--- src/rtl/prince_ctrl_pkg.sv ---
// Shared types and constants for the PRINCE round sequencer and its layer counter.
package prince_ctrl_pkg;

    typedef enum logic [2:0] {
        IDLE,
        LOAD,
        FWD,
        MID_S,
        MID_SI,
        INV,
        FINAL
    } phase_t;

    localparam logic [1:0] LIN_NONE = 2'd0;
    localparam logic [1:0] LIN_M    = 2'd1;
    localparam logic [1:0] LIN_MP   = 2'd2;
    localparam logic [1:0] LIN_MINV = 2'd3;

    localparam logic [3:0] N_FWD    = 4'd5;
    localparam logic [3:0] N_INV    = 4'd5;
    localparam logic [3:0] RC_FINAL = 4'd11;

    function automatic logic is_sbox_phase(input phase_t p);
        return (p == FWD) || (p == MID_S) || (p == MID_SI) || (p == INV);
    endfunction

endpackage

--- src/rtl/prince_round_ctrl_if.sv ---
// Control bundle between the round sequencer (master) and the PRINCE datapath (slave).
// Handshake: start is a request sampled only while idle; rand_req/rand_valid pair per S-box cycle.
interface prince_round_ctrl_if;
    import prince_ctrl_pkg::*;

    logic       start;
    logic       rand_valid;
    logic       busy;
    logic       done;
    logic       load_en;
    logic       sbox_en;
    logic       sbox_inv;
    logic       pre_add;
    logic       post_add;
    logic [1:0] lin_sel;
    logic       state_en;
    logic       final_en;
    logic [3:0] rc_idx;
    logic       rand_req;
    phase_t     phase;

    modport master (
        input  start, rand_valid,
        output busy, done, load_en, sbox_en, sbox_inv, pre_add, post_add,
               lin_sel, state_en, final_en, rc_idx, rand_req, phase
    );

    modport slave (
        output start, rand_valid,
        input  busy, done, load_en, sbox_en, sbox_inv, pre_add, post_add,
               lin_sel, state_en, final_en, rc_idx, rand_req, phase
    );

endinterface

--- src/rtl/prince_round_ctrl_layer_cnt.sv ---
// Cycle-within-layer counter for the pipelined TI S-box layer; wraps at SBOX_LAT-1.
module prince_layer_cnt #(
    parameter int SBOX_LAT = 2,
    localparam int W = (SBOX_LAT > 1) ? $clog2(SBOX_LAT) : 1
) (
    input  logic         clk,
    input  logic         rst,
    input  logic         en,
    output logic [W-1:0] lc,
    output logic         first,
    output logic         last
);

    assign first = (lc == '0);
    assign last  = (lc == W'(SBOX_LAT - 1));

    always_ff @(posedge clk) begin
        if (rst) begin
            lc <= '0;
        end else if (en) begin
            lc <= last ? '0 : lc + 1'b1;
        end
    end

endmodule

--- src/rtl/prince_round_ctrl.sv ---
// PRINCE round sequencer: whitening, 5 forward rounds, middle layer, 5 inverse rounds, final whitening.
// Optional PRINCE_CTRL_RAND_STALL_EN: S-box cycles wait for rand_valid.
module prince_round_ctrl
    import prince_ctrl_pkg::*;
#(
    parameter int SBOX_LAT = 2
) (
    input  logic                 clk,
    input  logic                 rst,
    prince_round_ctrl_if.master  ctl
);

    phase_t     phase_q, phase_d;
    logic [3:0] rnd_q, rnd_d;
    logic       done_q, done_d;
    logic       in_sbox, stall, adv, lc_first, lc_last;
    logic [(SBOX_LAT > 1 ? $clog2(SBOX_LAT) : 1)-1:0] lc;

    assign in_sbox = is_sbox_phase(phase_q);

`ifdef PRINCE_CTRL_RAND_STALL_EN
    assign stall = in_sbox & ~ctl.rand_valid;
`else
    assign stall = 1'b0;
`endif

    assign adv = in_sbox & ~stall;

    prince_layer_cnt #(.SBOX_LAT(SBOX_LAT)) u_layer_cnt (
        .clk   (clk),
        .rst   (rst),
        .en    (adv),
        .lc    (lc),
        .first (lc_first),
        .last  (lc_last)
    );

    always_ff @(posedge clk) begin
        if (rst) begin
            phase_q <= IDLE;
            rnd_q   <= 4'd1;
            done_q  <= 1'b0;
        end else begin
            phase_q <= phase_d;
            rnd_q   <= rnd_d;
            done_q  <= done_d;
        end
    end

    always_comb begin
        phase_d = phase_q;
        rnd_d   = rnd_q;
        done_d  = 1'b0;
        case (phase_q)
            IDLE:   if (ctl.start) phase_d = LOAD;
            LOAD: begin
                phase_d = FWD;
                rnd_d   = 4'd1;
            end
            FWD: if (adv && lc_last) begin
                if (rnd_q == N_FWD) phase_d = MID_S;
                else                rnd_d   = rnd_q + 4'd1;
            end
            MID_S:  if (adv && lc_last) phase_d = MID_SI;
            MID_SI: if (adv && lc_last) begin
                phase_d = INV;
                rnd_d   = N_FWD + 4'd1;
            end
            INV: if (adv && lc_last) begin
                if (rnd_q == N_FWD + N_INV) phase_d = FINAL;
                else                        rnd_d   = rnd_q + 4'd1;
            end
            FINAL: begin
                phase_d = IDLE;
                rnd_d   = 4'd1;
                done_d  = 1'b1;
            end
            default: phase_d = IDLE;
        endcase
    end

    // Layer-wide controls (lin_sel, sbox_inv) depend only on phase, so they never change mid-layer.
    always_comb begin
        ctl.busy     = (phase_q != IDLE);
        ctl.done     = done_q;
        ctl.phase    = phase_q;
        ctl.load_en  = 1'b0;
        ctl.sbox_en  = adv;
        ctl.sbox_inv = 1'b0;
        ctl.pre_add  = 1'b0;
        ctl.post_add = 1'b0;
        ctl.lin_sel  = LIN_NONE;
        ctl.state_en = adv & lc_last;
        ctl.final_en = 1'b0;
        ctl.rc_idx   = 4'd0;
        ctl.rand_req = in_sbox;
        case (phase_q)
            LOAD: ctl.load_en = 1'b1;
            FWD: begin
                ctl.lin_sel  = LIN_M;
                ctl.rc_idx   = rnd_q;
                ctl.post_add = adv & lc_last;
            end
            MID_S:  ctl.lin_sel = LIN_MP;
            MID_SI: ctl.sbox_inv = 1'b1;
            INV: begin
                ctl.sbox_inv = 1'b1;
                ctl.lin_sel  = LIN_MINV;
                ctl.rc_idx   = rnd_q;
                ctl.pre_add  = adv & lc_first;
            end
            FINAL: begin
                ctl.final_en = 1'b1;
                ctl.state_en = 1'b1;
                ctl.rc_idx   = RC_FINAL;
            end
            default: ;
        endcase
    end

endmodule

--- src/flat_wrapper.sv ---
// flat-port wrapper written by rule: the top's interface ports become plain ports
module prince_round_ctrl_flat import prince_ctrl_pkg::*;
#(
    parameter int SBOX_LAT = 2
)
  (clk, rst, ctl_start, ctl_rand_valid, ctl_busy, ctl_done, ctl_load_en, ctl_sbox_en, ctl_sbox_inv, ctl_pre_add, ctl_post_add, ctl_lin_sel, ctl_state_en, ctl_final_en, ctl_rc_idx, ctl_rand_req, ctl_phase);
  prince_round_ctrl_if ctl_i ();
  input  logic clk;
  input  logic rst;
  input wire logic [$bits(ctl_i.start)-1:0] ctl_start;
  input wire logic [$bits(ctl_i.rand_valid)-1:0] ctl_rand_valid;
  output wire logic [$bits(ctl_i.busy)-1:0] ctl_busy;
  output wire logic [$bits(ctl_i.done)-1:0] ctl_done;
  output wire logic [$bits(ctl_i.load_en)-1:0] ctl_load_en;
  output wire logic [$bits(ctl_i.sbox_en)-1:0] ctl_sbox_en;
  output wire logic [$bits(ctl_i.sbox_inv)-1:0] ctl_sbox_inv;
  output wire logic [$bits(ctl_i.pre_add)-1:0] ctl_pre_add;
  output wire logic [$bits(ctl_i.post_add)-1:0] ctl_post_add;
  output wire logic [$bits(ctl_i.lin_sel)-1:0] ctl_lin_sel;
  output wire logic [$bits(ctl_i.state_en)-1:0] ctl_state_en;
  output wire logic [$bits(ctl_i.final_en)-1:0] ctl_final_en;
  output wire logic [$bits(ctl_i.rc_idx)-1:0] ctl_rc_idx;
  output wire logic [$bits(ctl_i.rand_req)-1:0] ctl_rand_req;
  output wire logic [$bits(ctl_i.phase)-1:0] ctl_phase;
  assign ctl_i.start = ctl_start;
  assign ctl_i.rand_valid = ctl_rand_valid;
  assign ctl_busy = ctl_i.busy;
  assign ctl_done = ctl_i.done;
  assign ctl_load_en = ctl_i.load_en;
  assign ctl_sbox_en = ctl_i.sbox_en;
  assign ctl_sbox_inv = ctl_i.sbox_inv;
  assign ctl_pre_add = ctl_i.pre_add;
  assign ctl_post_add = ctl_i.post_add;
  assign ctl_lin_sel = ctl_i.lin_sel;
  assign ctl_state_en = ctl_i.state_en;
  assign ctl_final_en = ctl_i.final_en;
  assign ctl_rc_idx = ctl_i.rc_idx;
  assign ctl_rand_req = ctl_i.rand_req;
  assign ctl_phase = ctl_i.phase;
  prince_round_ctrl #(.SBOX_LAT(SBOX_LAT)) u_core (.clk(clk), .rst(rst), .ctl(ctl_i));
endmodule
--- config.mk ---
export PLATFORM = sky130hd
export DESIGN_NAME = prince_round_ctrl_flat
export DESIGN_NICKNAME = d
export VERILOG_FILES = /design/src/rtl/prince_ctrl_pkg.sv /design/src/rtl/prince_round_ctrl_if.sv /design/src/rtl/prince_round_ctrl_layer_cnt.sv /design/src/rtl/prince_round_ctrl.sv /design/src/flat_wrapper.sv
export SDC_FILE = /design/constraint.sdc
export NUM_CORES = 1
export LEC_CHECK = 0
export CAP_MARGIN = 25
export CORE_UTILIZATION = 49
export CTS_CLUSTER_SIZE = 12
export DETAILED_ROUTE_END_ITERATION = 7
export PLACE_DENSITY = 0.89
export SYNTH_ARGS = -nofsm -noshare
export SYNTH_HDL_FRONTEND = slang
export SYNTH_SLANG_ARGS = --single-unit
--- constraint.sdc ---
create_clock -name clk -period 2.9 [get_ports clk]
set_input_delay 0.435 -clock clk [delete_from_list [all_inputs] [get_ports clk]]
set_output_delay 0.435 -clock clk [all_outputs]
set_load 0.005 [all_outputs]
[After elaboration in Yosys (flattened, before gate mapping)]
Index checks and enable logic that the tools add are counted.
Operators by class
  $add $sub $neg: 2
  $mul: 0
  div/mod/pow operators: 0
  order comparisons: 0
  equal/unequal tests: 17
  shift operators: 0
  mux-type cells: 23
  bitwise gates (word level): 3
  reduce and logical (&&, ||, !) cells: 12
Operators by type and width (count)
  3-bit 2-to-1 mux: 7
  4-bit 2-to-1 mux: 5
  2-bit inequality test, second input constant: 9
  3-bit one-hot mux with 6 select lines: 1
  4-bit one-hot mux with 4 select lines: 1
  3-bit equality test, second input constant: 3
  4-bit one-hot mux with 2 select lines: 1
  1-bit 2-to-1 mux: 7
  7-bit AND reduction: 1
  3-bit by 2-bit equality test with 1-bit output, second input constant: 2
  2-bit one-hot mux with 3 select lines: 1
  6-bit AND reduction: 1
  2-bit OR reduction: 3
  4-bit by 1-bit adder with 4-bit output, second input constant: 1
  4-bit by 3-bit equality test with 1-bit output, second input constant: 1
  4-bit equality test, second input constant: 1
  4-bit nonzero test: 1
  3-bit by 1-bit equality test with 1-bit output, second input constant: 1
  3-bit logical NOT: 1
  1-bit logical OR: 3
  3-bit nonzero test: 1
  1-bit AND: 2
  1-bit adder, second input constant: 1
  1-bit logical AND: 1
  1-bit NOT: 1
Word-level totals
  bits in registers: 9
  bits in latches: 0
  bits in writable memories: 0
  memory bits (read-only): 0
  input port bits: 4
  output and inout bits: 19
  word-level logic and storage cells: 61
  memories: 0

[Longest topological paths before layout]
Gate-level depths: netlist (run 1).
  word-level depth: 7
  depth in mapped cells: 6
  gate-level depth less buffers: 6

[By module]
A second synthesis (run 1) with hierarchy kept.
Unflattened totals
  cells, all modules: 91
  area, all modules: 754.5 um2
Modules (own cells, without submodules)
  prince_round_ctrl: times used 1, cells an instance 86, area each 710.7 um2, seq. area each 160.2 um2
  prince_layer_cnt: times used 1, cells an instance 5, area each 43.8 um2, seq. area each 20.0 um2

[Least setup slack after synthesis (run 1)]
Ideal clock, no wire load.
  path kind: register -> output
  from: reg u_core.phase_q[2], in the netlist u_core.ctl.phase[2]
  to: out ctl_state_en
  arrival: 1.153 ns
  required time: 2.465 ns
  path slack: 1.312 ns
  stages on the path, launching flop included: 5
  buffers on the path: 0
  path through: dfxtp_1 -> or2b_2 -> nand2_1 -> and2_1 -> or2_1
Between the ends
  longest elaborated chain between the ends: 6
  elaborated cells between the ends (all ways): 10
  classes of those cells: 5 x eq/ne; 1 x mux; 1 x bitwise; 3 x reduce/logical
RTL lines
  from (decl): line prince_round_ctrl.sv:13  | phase_t phase_q, phase_d;
  from (signal assigned): line prince_round_ctrl.sv:44  | phase_q <= phase_d;
  3-bit by 2-bit equality test with 1-bit output: line prince_ctrl_pkg.sv:24  | return (p == FWD) || (p == MID_S) || (p == MID_SI) || (p == INV);
  1-bit logical OR (2 in a row): line prince_ctrl_pkg.sv:24
  1-bit logical OR (*): line prince_ctrl_pkg.sv:24
  net ctl_rand_req: line flat_wrapper.sv:23  | output wire logic [$bits(ctl_i.rand_req)-1:0] ctl_rand_req;
  1-bit AND (*): line prince_round_ctrl.sv:93  | ctl.state_en = adv & lc_last;
  1-bit 2-to-1 mux (*): line prince_round_ctrl.sv:97  | case (phase_q)
  to (decl): line flat_wrapper.sv:20  | output wire logic [$bits(ctl_i.state_en)-1:0] ctl_state_en;
Mark *: on every way through the listed nets, which the timed path passes. The rest lies on a longest branch.

[Worst setup path after layout (run 1)]
  from: reg u_core.phase_q[2], in the netlist u_core.ctl.phase[2]
  to: out ctl_state_en
Between the ends
  longest elaborated chain between the ends: 6
  elaborated cells between the ends (all ways): 10
  classes of those cells: 5 x eq/ne; 1 x mux; 1 x bitwise; 3 x reduce/logical
RTL lines (line)
  3-bit by 2-bit equality test with 1-bit output: prince_ctrl_pkg.sv:24
  1-bit logical OR (3 in a row): prince_ctrl_pkg.sv:24
  1-bit AND: prince_round_ctrl.sv:93
  1-bit 2-to-1 mux (*): prince_round_ctrl.sv:97
Every way passes the cells marked *; elsewhere a longest branch is shown, timed or not.

==> results of run 1 <==
## layout by cell type, fill, tap and decap left out, types with 2 or more instances in the layout
| cell | n |
|---|---|
| clkdlybuf4s50_1 | 21 |
| nor2_1 | 10 |
| dfxtp_1 | 9 |
| nand2_1 | 7 |
| o21ai_0 | 7 |
| a21oi_1 | 7 |
| nand2b_1 | 6 |
| and2_1 | 5 |
| nand3b_1 | 4 |
| o21ai_1 | 3 |
| inv_1 | 3 |
| ha_1 | 3 |
| clkbuf_4 | 3 |
| inv_2 | 2 |
| o22ai_1 | 2 |
| nor3_1 | 2 |
| and3b_1 | 2 |
| o32ai_1 | 2 |
| nand3_1 | 2 |
## cell families after synthesis
logic type / count (synthesis) / share of synthesized area [%]
AO/OA/AOI/OAI: 32 / 27.3
adder cells (fa/ha/maj): 3 / 5.00
buffers and inverters: 12 / 7.33
flip-flops: 9 / 24.0
AND/OR/NAND/NOR: 47 / 36.3
## state kept, by name (all words and copies together), names as in the netlist
| register | flops |
|---|---|
| u_core.u_layer_cnt.last | 1 |
| u_core.rnd_q | 4 |
| u_core.ctl.done | 1 |
| u_core.ctl.phase | 3 |
## layout make-up
cell class                      count  area (um2)
Clock buffer                        4        26.3
Fill cell                         114         397
Inverter                            5        18.8
Multi-Input combinational cell     82         515
Sequential cell                     9         180
Tap cell                           15        18.8
Timing Repair Buffer               21         210
## how the worst min path moves through the flow
stage | start | end | slack (ns) | cells past startpoint
finish | u_core.rnd_q[1] | u_core.rnd_q[1] | 0.58 | 2
global route | u_core.rnd_q[1] | u_core.rnd_q[1] | 0.61 | 2
CTS | u_core.rnd_q[1] | u_core.rnd_q[1] | 0.57 | 2
detailed placement | u_core.rnd_q[1] | u_core.rnd_q[1] | 0.56 | 2
global placement | u_core.rnd_q[3] | u_core.rnd_q[3] | 0.55 | 2
floorplan | u_core.rnd_q[1] | u_core.rnd_q[1] | 0.51 | 2
## power by group
part | total, mW | switching, mW | internal, mW
sequential | 0.247 | 0.0934 | 0.154
combinational | 0.391 | 0.165 | 0.226
clock | 0.106 | 0.0524 | 0.0534
total | 0.744 | 0.311 | 0.434
## per-layer routing
layer / track usage [%] / share of wire (%)
met5: 0 / 0
met4: 7.26 / 1.3
met3: 3.26 / 9.6
met2: 41.8 / 48
met1: 36.2 / 41
## through the flow
stage / worst slack (ns) / cells
2_1_floorplan: 1.31 / 103
3_3_place_gp: 0.574 / 132
3_5_place_dp: 0.546 / 132
4_1_cts: 0.235 / 136
5_1_grt: 0.0890 / 136
6_report: 0.212 / 136
## worst max-delay path, stage by stage, from the launching register on
cell	delay (ns)
dfxtp_1	0.66
or2b_2	0.40
nand2_1	0.16
and2_1	0.16
or2_1	0.10
clkdlybuf4s50_1	0.49
==> metrics.txt, run 1 <==
largest net degree at the start of global routing 22; max_cap viols 0; Pwr Density between 700 and 800 nW/um2; CTS sink cnt 9; deepest level of the CTS H-tree 1; Synth async-reset ratio 0%; Post-Syn Nets 110; via count between 800 and 900; most common cell in the synthesized netlist nor2_1; Req. time, crit path 2.47 ns; CTS Hold Buffers Added 0; Num CTS Buffers 3; reg2reg path depth 4; gp weighted congestion 0.895; ANT cells 0; RSZ-0062 raised after global routing no; Post-synth EDFFs 0; synth top area cells dfxtp_1 (24%), ha_1 (5.0%), nand2b_1 (5.0%); overflow left after global routing 0; chip width 41.1 um; hold_ws approximately 0.58 ns; CTS tree built; Die Y 41.1 um; count of pins over their slew limit 0; final worst-path cycle share between 90% and 100%; top cells by count, synth nor2_1 (10), dfxtp_1 (9), a21oi_1 (7), nand2_1 (7), o21ai_0 (7); Crit Path Category flip-flop to output pin; Worst Setup Start Kind flip-flop; Avg WL per Cell 14.1 um; area delta synth->final 29.2%; Tot GR Track Use around a quarter; area leader, netlist dfxtp_1; # IOs 23; Final nets 129; Pwr Total approximately 0.74 mW; post-route setup TNS 0 ns; first-pass GRT wire length approximately 2.9 mm; dpl hpwl 1.38 mm; ys flop type dfxtp_1; drt pass-1 iters 4; crit path to ctl_state_en; Post-CTS Resized 0; unique cell type count in the Yosys netlist 40; Worst-path clk slew 0.07 ns; share of cells above drive strength 1 6.61%; top cell type's share of synthesized area 24.0%; DP Area 943 um2; R2R setup slack between 1 and 1.5 ns; CTS Buffer Depth 2; postcts setup bufs 0; FMAX 0.372 GHz; Root Buffer clkbuf_4; VDD IR max 0.624 mV; DRC 0; register area share after synthesis between 20% and 30%; Final Hold Viols 0; Initial Util 54.9%; RR Startpoint u_core.ctl.phase[0]; Via-to-Cell Ratio between 6 and 7; P_leak ~0.39 nW; Critical Path Fanout Max 18; initial antenna violation count 0; Hold Path Class flip-flop to flip-flop; worst slew pin tran between 0.5 and 0.6 ns; flops & latches, synth 9; Worst-Skew Late Latency 0.28 ns; Cells after Synth 103; drt first-iter violations 40; Slew HR between 60% and 70%; port bufs 21; Period minus WS final 2.69 ns; Post-Syn Area per Cell 7.29 um2; outcome finished clean; RR Endpoint u_core.rnd_q[3]; Detail Route Antenna Nets 0; area of the mapped netlist around 750 um2; Util after Layout a little under three quarters; die area 1690 um2; cell area after layout between 900 and 1000 um2; # setup viols final 0; vias in the first global route 648; Critical Path Source u_core.ctl.phase[2]; core box area 1370 um2; Final Skew 0.00988 ns; final wirelength 1.92 mm; std cell rows 13; synth warn 0; CP arrival 2.25 ns; CP Capture Type output pin
Power figures use the tool's default switching activity.
==> inputs of run 2 (changes only) <==
- CORE_MARGIN: unset -> 2
==> metrics.txt, run 2 (same netlist as run 1, synthesis figures left out) <==
Tot GR Track Use a little under a quarter; die area 1860 um2; Pwr Density 765 nW/um2; overflow left after global routing 0; Net Sw Power 0.313 mW; Period minus WS final approximately 2.5 ns; Req. time, crit path 2.47 ns; outcome finished clean; std cell rows 14; area delta synth->final 31.3%; Initial Util between 50% and 60%; max_cap viols 0; dpl hpwl 1.37 mm; CP arrival 2.09 ns; Clock Power Share 13.8%; max incr delay on CP 0.64 ns; reg2reg path depth 4; count of pins over their slew limit 0; CTS Hold Buffers Added 0; Slew HR 65.6%; RSZ-0062 raised after global routing no; core box area 1470 um2; worst slew pin tran just over 0.5 ns; internal cell power around 0.44 mW; CTS tree built; Worst Setup Start Kind flip-flop; worst path cell trace or2b_2 -> nand2_1 -> and2_1 -> or2_1 -> clkdlybuf4s50_1; DRC 0; drt first-iter violations 23; R2R setup slack 1.11 ns; CTS sink cnt 9; routed wl met3 approximately 110 um; port bufs 21; fillcell total 140; hold path start u_core.rnd_q[1]; top sig layer met4; first-pass GRT wire length 3.23 mm; Hold Path Depth 2; Root Buffer clkbuf_4; vias in the first global route about 720; via count 855; slowest CP cell dfxtp_1; # setup viols final 0; deepest level of the CTS H-tree 1; Hold Path Class flip-flop to flip-flop; P_leak 0.399 nW; post-route setup TNS 0 ns; most common cell after layout, fill and taps aside clkdlybuf4s50_1; gp weighted congestion 0.952; Critical Path Fanout Max 17; FMAX between 0.3 and 0.4 GHz; postcts setup bufs 0; Detail Route Antenna Nets 0; chip width 43.1 um; final wirelength approximately 1.9 mm; Crit Path Category flip-flop to output pin; final worst-path cycle share between 80 and 90%; Net Sw Frac 41.5%; RR Startpoint u_core.ctl.phase[1]; Worst-Skew Late Latency 0.27 ns; Biggest register u_core.rnd_q; Util after Layout 67.0%; ANT cells 0; most frequent cells in the layout clkdlybuf4s50_1 (21), nor2_1 (10), dfxtp_1 (9); Post-CTS Resized 0; Final Hold Viols 0; hold_ws about 0.58 ns; number of flip-flops in the largest register 4; Avg WL per Cell between 10 and 15 um; CP Capture Type output pin; Worst-path clk slew 0.07 ns; Num CTS Buffers 3; CTS Buffer Depth 2; Via-to-Cell Ratio ~6; Combinational Power Share ~55%; drt pass-1 iters 4; Worst Hold End u_core.rnd_q[1]; metal1 wirelength 879 um; VDD IR max approximately 0.50 mV; largest net degree at the start of global routing 18; Final nets 131; Die Y 43.1 um; initial antenna violation count 0; RR Endpoint u_core.ctl.phase[0]; Final Skew 0.00436 ns; share of cells above drive strength 1 8.13%; wire length on met2 882 um; # IOs 23; Flop pwr share 30.8%
## run 2: changes by cell type in the layout (fill, tap and decap cells not counted), sizes merged
cell,previous run,this run
buf,0,2
## run 2: per-layer routing
metal,up-vias,track usage (%)
met5,-,0
met4,0,9.09
met3,4,2.55
met2,34,36.7
met1,402,30.8
li1,415,-
## run 2: layout make-up
class	instances	area [um2]	area share [%]
timing repair buffer	23	225	22.8
clock buffer	4	26.3	2.66
sequential	9	180	18.3
inverter	5	18.8	1.90
tap	16	20.0	2.03
multi-input combinational	82	515	52.3
## run 2: how the worst max path moves through the flow
stage	to	slack (ns)	cells past startpoint	start
3_5_place_dp	ctl_state_en	0.68	5	u_core.ctl.phase[1]
3_3_place_gp	ctl_state_en	0.69	5	u_core.ctl.phase[1]
6_report	ctl_state_en	0.38	5	u_core.ctl.phase[1]
2_1_floorplan	ctl_state_en	1.31	4	u_core.ctl.phase[2]
5_1_grt	ctl_state_en	0.23	5	u_core.ctl.phase[1]
4_1_cts	ctl_state_en	0.38	5	u_core.ctl.phase[1]
## run 2: worst max-delay path, delay by kind of cell, from the launching register on
family,cells,cell delay (ns)
buffers and inverters,1,0.44
DFF,1,0.64
and+or+nand+nor,4,0.74
## run 2: power by group through the flow
stage	combinational, mW	clock, mW	sequential (mW)
final	0.417	0.104	0.233
after global routing	0.458	0.111	0.244
after CTS	0.415	0.104	0.230
after detailed placement	0.413	0	0.233
after global placement	0.407	0	0.232
after floorplan	0.294	0	0.189
## run 2: through the flow
| stage | cells | cell area [um2] | power (mW) | worst slack [ns] |
|---|---|---|---|---|
| 5_1_grt | 139 | 986 | 0.812 | 0.233 |
| 3_5_place_dp | 135 | 960 | 0.646 | 0.678 |
| 4_1_cts | 139 | 986 | 0.749 | 0.376 |
| 3_3_place_gp | 135 | 960 | 0.639 | 0.687 |
| 6_report | 139 | 986 | 0.754 | 0.378 |
| 2_1_floorplan | 103 | 751 | 0.483 | 1.31 |
